===== src/rtl/sha256_msg_schedule.sv =====
// SHA-256 message-schedule generator: loads one 512-bit block as 16 words,
// then streams W0..W63 from a 16-word sliding window, one per handshake.
module sha256_msg_schedule #(
  parameter int WORD_W = 32,
  parameter int ROUNDS = 64
) (
  input  logic              CLK,
  input  logic              RST,
  input  logic              start,
  input  logic              blk_valid,
  input  logic [WORD_W-1:0] blk_word,
  output logic              blk_ready,
  output logic              w_valid,
  input  logic              w_ready,
  output logic [WORD_W-1:0] w_data,
  output logic [5:0]        w_idx,
  output logic              busy,
  output logic              done
);

  typedef enum logic [1:0] {
    IDLE = 2'd0,
    LOAD = 2'd1,
    RUN  = 2'd2,
    DONE = 2'd3
  } state_t;

  state_t            state;
  logic [3:0]        load_cnt;
  logic [WORD_W-1:0] window [16];
  logic [WORD_W-1:0] w_next;

  function automatic logic [WORD_W-1:0] sigma0(input logic [WORD_W-1:0] x);
    return {x[6:0], x[31:7]} ^ {x[17:0], x[31:18]} ^ (x >> 3);
  endfunction

  function automatic logic [WORD_W-1:0] sigma1(input logic [WORD_W-1:0] x);
    return {x[16:0], x[31:17]} ^ {x[18:0], x[31:19]} ^ (x >> 10);
  endfunction

  // Next schedule word W_(t+16) from the window that currently holds W_t..W_(t+15).
  assign w_next = sigma1(window[14]) + window[9] + sigma0(window[1]) + window[0];

  // Window head is always the word on offer; it is a flop, so no input-to-output path.
  assign w_data = window[0];

  always_ff @(posedge CLK or posedge RST) begin
    if (RST) begin
      state     <= IDLE;
      load_cnt  <= '0;
      w_idx     <= '0;
      blk_ready <= 1'b0;
      w_valid   <= 1'b0;
      busy      <= 1'b0;
      done      <= 1'b0;
      // NOTE: the window is cleared on reset so an aborted block leaves no residue
      // on w_data; this costs a reset net on 512 flops, which is accepted here.
      for (int k = 0; k < 16; k++) window[k] <= '0;
    end else begin
      // NOTE: all state updates use <= so every branch reads pre-edge values;
      // the window shift and w_next below depend on that.
      case (state)
        IDLE: begin
          if (start) begin
            state     <= LOAD;
            load_cnt  <= '0;
            blk_ready <= 1'b1;
            busy      <= 1'b1;
          end
        end

        LOAD: begin
          if (blk_valid) begin
            window[load_cnt] <= blk_word;
            load_cnt         <= load_cnt + 4'd1;
            if (load_cnt == 4'd15) begin
              state     <= RUN;
              blk_ready <= 1'b0;
              w_valid   <= 1'b1;
              w_idx     <= '0;
            end
          end
        end

        RUN: begin
          if (w_ready) begin
            for (int k = 0; k < 15; k++) window[k] <= window[k+1];
            window[15] <= w_next;
            w_idx      <= w_idx + 6'd1;
            if (w_idx == 6'(ROUNDS - 1)) begin
              state   <= DONE;
              w_valid <= 1'b0;
              busy    <= 1'b0;
              done    <= 1'b1;
            end
          end
        end

        DONE: begin
          state <= IDLE;
          done  <= 1'b0;
          w_idx <= '0;
        end

        default: begin
          state     <= IDLE;
          blk_ready <= 1'b0;
          w_valid   <= 1'b0;
          busy      <= 1'b0;
          done      <= 1'b0;
        end
      endcase
    end
  end

endmodule


===== config.mk =====
export PLATFORM = sky130hd
export DESIGN_NAME = sha256_msg_schedule
export DESIGN_NICKNAME = d
export VERILOG_FILES = /design/src/rtl/sha256_msg_schedule.sv
export SDC_FILE = /design/constraint.sdc
export NUM_CORES = 2
export LEC_CHECK = 0
export CAP_MARGIN = 20
export CORE_UTILIZATION = 60
export CTS_BUF_LIST = sky130_fd_sc_hd__clkbuf_8
export DETAILED_ROUTE_END_ITERATION = 12
export PLACE_DENSITY = 0.88
export REMOVE_ABC_BUFFERS = 1
export SLEW_MARGIN = 15
export SYNTH_ARGS = -nofsm -noshare
export SYNTH_HDL_FRONTEND = slang
export SYNTH_SLANG_ARGS = --single-unit

===== constraint.sdc =====
create_clock -name CLK -period 54.7 [get_ports CLK]
set_input_delay 13.675 -clock CLK [delete_from_list [all_inputs] [get_ports CLK]]
set_output_delay 13.675 -clock CLK [all_outputs]
set_load 0.03 [all_outputs]

**After elaboration in Yosys (flattened, before gate mapping)**

Cells that the tools add are included.

- Bits in registers: 528
- Input port bits: 37
- Output and inout port bits: 42

- Add/subtract/negate cells: 5
- $lt $le $gt $ge: 2
- Equal/unequal tests: 10
- Mux-type cells: 32
- Bitwise logic cells: 5
- Reductions and logical operators: 15

Operators by type and width:

| kind | number |
|---|---|
| 512-bit 2-to-1 mux | 2 |
| 512-bit one-hot mux with 2 select lines | 1 |
| 512-bit bitwise mux | 1 |
| 32-bit demux with 4-bit select | 1 |
| 32-bit adder | 3 |
| 32-bit bitwise XOR | 2 |
| 32-bit 2-to-1 mux | 1 |
| 32-bit by 22-bit bitwise XOR with 32-bit output | 1 |
| 32-bit by 29-bit bitwise XOR with 32-bit output | 1 |
| 6-bit 2-to-1 mux | 3 |
| 6-bit one-hot mux with 3 select lines | 1 |
| 4-bit AND reduction | 3 |
| 2-bit 2-to-1 mux | 5 |
| 2-bit inequality test (second input constant) | 5 |
| 5-bit AND reduction | 2 |
| 1-bit 2-to-1 mux | 9 |
| 3-bit AND reduction | 3 |
| 4-bit 2-to-1 mux | 2 |
| 1-bit one-hot mux with 2 select lines | 4 |
| 2-bit one-hot mux with 4 select lines | 1 |
| 4-bit one-hot mux with 2 select lines | 1 |
| 2-bit nonzero test | 4 |
| 6-bit by 1-bit adder with 6-bit output (second input constant) | 1 |
| 6-bit == test (second input constant) | 1 |
| 10 further kinds | 11 |

**Longest topological paths before layout**

- Word-level depth: 8
- Depth in mapped cells: 16
- Gate-level depth less buffers: 15

**Least setup slack after synthesis**

Ideal clock, no wire load.

- Path kind: input -> register
- From: input port blk_valid
- To: register window, in the netlist w_data[20]
- Data arrival time: 15.080 ns
- Required time: 54.565 ns
- Path slack: 39.485 ns
- Stages on the path: 9
- Path buffers: 5
- Path through: buf_2 -> nor2b_1 -> or3_1 -> buf_2 -> buf_4 -> clkbuf_1 -> buf_2 -> a22oi_1 -> o21ai_0

- Word-level cells in the longest chain between the ends: 2

RTL lines:

| item | line | text |
|---|---|---|
| from (decl) | 10 | `input logic blk_valid,` |
| 2-bit inequality test (no source line) | - |  |
| 3-bit AND reduction (no source line) | - |  |
| to (signal, indexed assignment) | 74 | `window[load_cnt] <= blk_word;` |
| to (decl) | 30 | `logic [WORD_W-1:0] window [16];` |

Every way passes these cells.
A chain may end at the register's enable or synchronous reset.

**Final worst setup path**

- From: input port blk_valid
- To: register window[29] (netlist name)

The elaborated chain is that of the path after synthesis.

==> results.md <==
* Status: complete, but fails checks
* Failing checks: design-rule violations
* Clk pin slew, worst setup/hold paths at 60 ps
* IO buf count at 78
* Worst skew pair latency at 700 ps
* Postcts setup bufs at 0
* CP Capture Type: register
* Final nets at 3074
* PostCTS Resize Cnt at 0
* Share of cells above drive strength 1 at 6.731%
* Ports at 79
* GRT overflow at 0
* GP Congestion at 0.9942
* Via Count at 24280
* Max_slew headroom at 16.30%
* FP Rows at 79
* Number of max-cap violations at 0
* Core footprint at 0.04665 mm^2
* Most frequent cells in the layout: dfrtp_1 (528), o21ai_0 (453), a22oi_1 (392)
* Storage cell area at 0.01321 mm^2
* # DRC at 12
* Min-delay worst type: reg2reg
* TritonCTS clock tree: done
* Avg Vias per Cell at 6.729
* Detailed router's first-iteration violation count at 3442
* Mean routed wirelength per cell at 24.05 um
* Clk_skew at 28.63 ps
* Vias in the first global route at 23580
* Main synth FF type: dfrtp_1
* Biggest area consumer among synthesized cells: dfrtp_1
* Max Slew Vio Count at 0
* Final setup violation count at 0
* Largest net degree at the start of global routing at 208
* CTS Buf Count at 88
* Crit path DAT at 17350 ps
* Mapped cell area at 0.02840 mm^2
* RSZ-0062 raised after global routing: no
* Die W at 219.5 um
* #FFs+latches synth at 528
* Final non-filler cell total at 3609
* DRT Wirelength at 86800 um
* CTS Hold Bufs at 0
* Sequential share of the synthesized area at 46.53%
* Antenna violations before repair at 1
* Clock sink total at 528
* GRT Total Usage at 36.77%
* Min Tclk post-route at 16730 ps
* Die Ht at 219.5 um
* Area taken by multi-input logic gates at 0.01327 mm^2
* Hpwl dp at 56360 um
* Setup WS post-layout at 37970 ps
* Share of Yosys cell area claimed by the top area cell type at 46.53%
* Die area at 0.04820 mm^2
* First-pass GRT wire length at 135500 um
* # fillers at 3674
* Area after DPL at 0.02881 mm^2
* Yosys Warn Count at 0
* Hold path cells at 2
* Starting Density at 60.86%
* Cells after DPL at 3452
* Worst EP required at 55320 ps
* Post-synth EDFFs at 0
* Most common cell after layout, fill and taps aside: dfrtp_1
* Setup crit start kind: input pin
* H-tree levels at 3
* Design Area, Final at 0.03066 mm^2
* Clock buffer depth at 3
* Max Fclk at 0.05976 GHz
* CP Class: in2reg
* Number of cells on the worst reg-to-reg path at 15
* Post-Synthesis Cells at 3076
* Slew @ Worst Pin at 1255 ps
* Pre-CTS setup slack at 37450 ps
* Synth area leaders: dfrtp_1 (47%), a22oi_1 (10%), o21ai_0 (8.0%)
* Syn_area_per_cell at 9.231 um^2
* Setup TNS Final at 0 ps
* Worst-path maximum fanout at 83
* Post-synth cell types at 61
* Pre-Repair DR Iteration Count at 11
* Final hold violation count at 0
* Number of routed nets with antenna violations at 0
* CTS root buf: clkbuf_8
* Post-synth ARST share at 100.0%
* Syn-to-layout area delta at 7.975%
* Final Cycle Share at 30.59%
## cell type report
class | count | share of cell area [%]
Multi-Input combinational cell | 2071 | 43.26
Sequential cell | 528 | 43.09
Timing Repair Buffer | 113 | 3.497
Clock buffer | 110 | 4.938
Antenna cell | 1 | 0.008162
Clock inverter | 46 | 1.069
Tap cell | 607 | 2.477
Inverter | 133 | 1.653
## path summary, 6_finish.rpt
check / start / to / slack, ps
hold reg to reg: window[309]$_DFFE_PP0P_ / window[309]$_DFFE_PP0P_ / 480
setup / recovery: blk_valid / window[29]$_DFFE_PP0P_ / 37970
setup reg to reg: window[43]$_DFFE_PP0P_ / window[21]$_DFFE_PP0P_ / 49810
hold / removal: window[309]$_DFFE_PP0P_ / window[309]$_DFFE_PP0P_ / 480
max in group asynchronous: RST / window[17]$_DFFE_PP0P_ / 38980
min in group asynchronous: RST / window[244]$_DFFE_PP0P_ / 13580
## state kept, by name (all words and copies together), names as in the netlist
register	count
window	480
w_valid	1
state	2
load_cnt	4
done	1
w_data	32
w_idx	6
busy	1
blk_ready	1
## metal layers
metal	track usage, %	vias up	part of all wire [%]
met3	6.763	278	9.4
met1	50.86	12000	40
met2	57.13	1464	46
li1	-	10540	-
met4	15.32	0	3.9
met5	0	-	0
## cells in the mapped netlist, drive strengths merged (40+ instances only)
cell type,instances
a22oi,392
nand2,339
clkbuf,231
nor2b,41
xnor2,89
a21oi,317
fa,62
ha,40
xor2,58
nor2,45
o21ai,505
buf,113
dfrtp,528
inv,132
## cell families (layout without fill, tap and decap cells)
group	after synthesis	after routing	synth area share, %
xor+xnor	147	147	4.534
other cells	0	1	0
fa+ha+maj	102	102	6.134
mux	15	15	0.5375
compound gates	1325	1325	28.02
buf+inv	477	402	7.059
flops	528	528	46.53
simple gates	482	482	7.187
## worst max-delay path, cell delays in order
cell	delay, ps
clkdlybuf4s50_1	650
nor2b_1	120
or3_4	580
nor2_4	730
buf_4	810
nand3_1	230
nor3_1	240
a211oi_1	110
nand3_1	80
## metrics by stage
stage / hold slack (ps) / util (%)
6_report: 479.5 / 65.72
5_1_grt: 499.0 / 65.72
4_1_cts: 483.6 / 65.70
3_5_place_dp: 470.6 / 61.76
3_3_place_gp: 461.3 / 61.76
2_1_floorplan: 450.2 / -
Power is not shown: default switching activity piles up to over one toggle a cycle in this logic, so the estimate is an artifact.
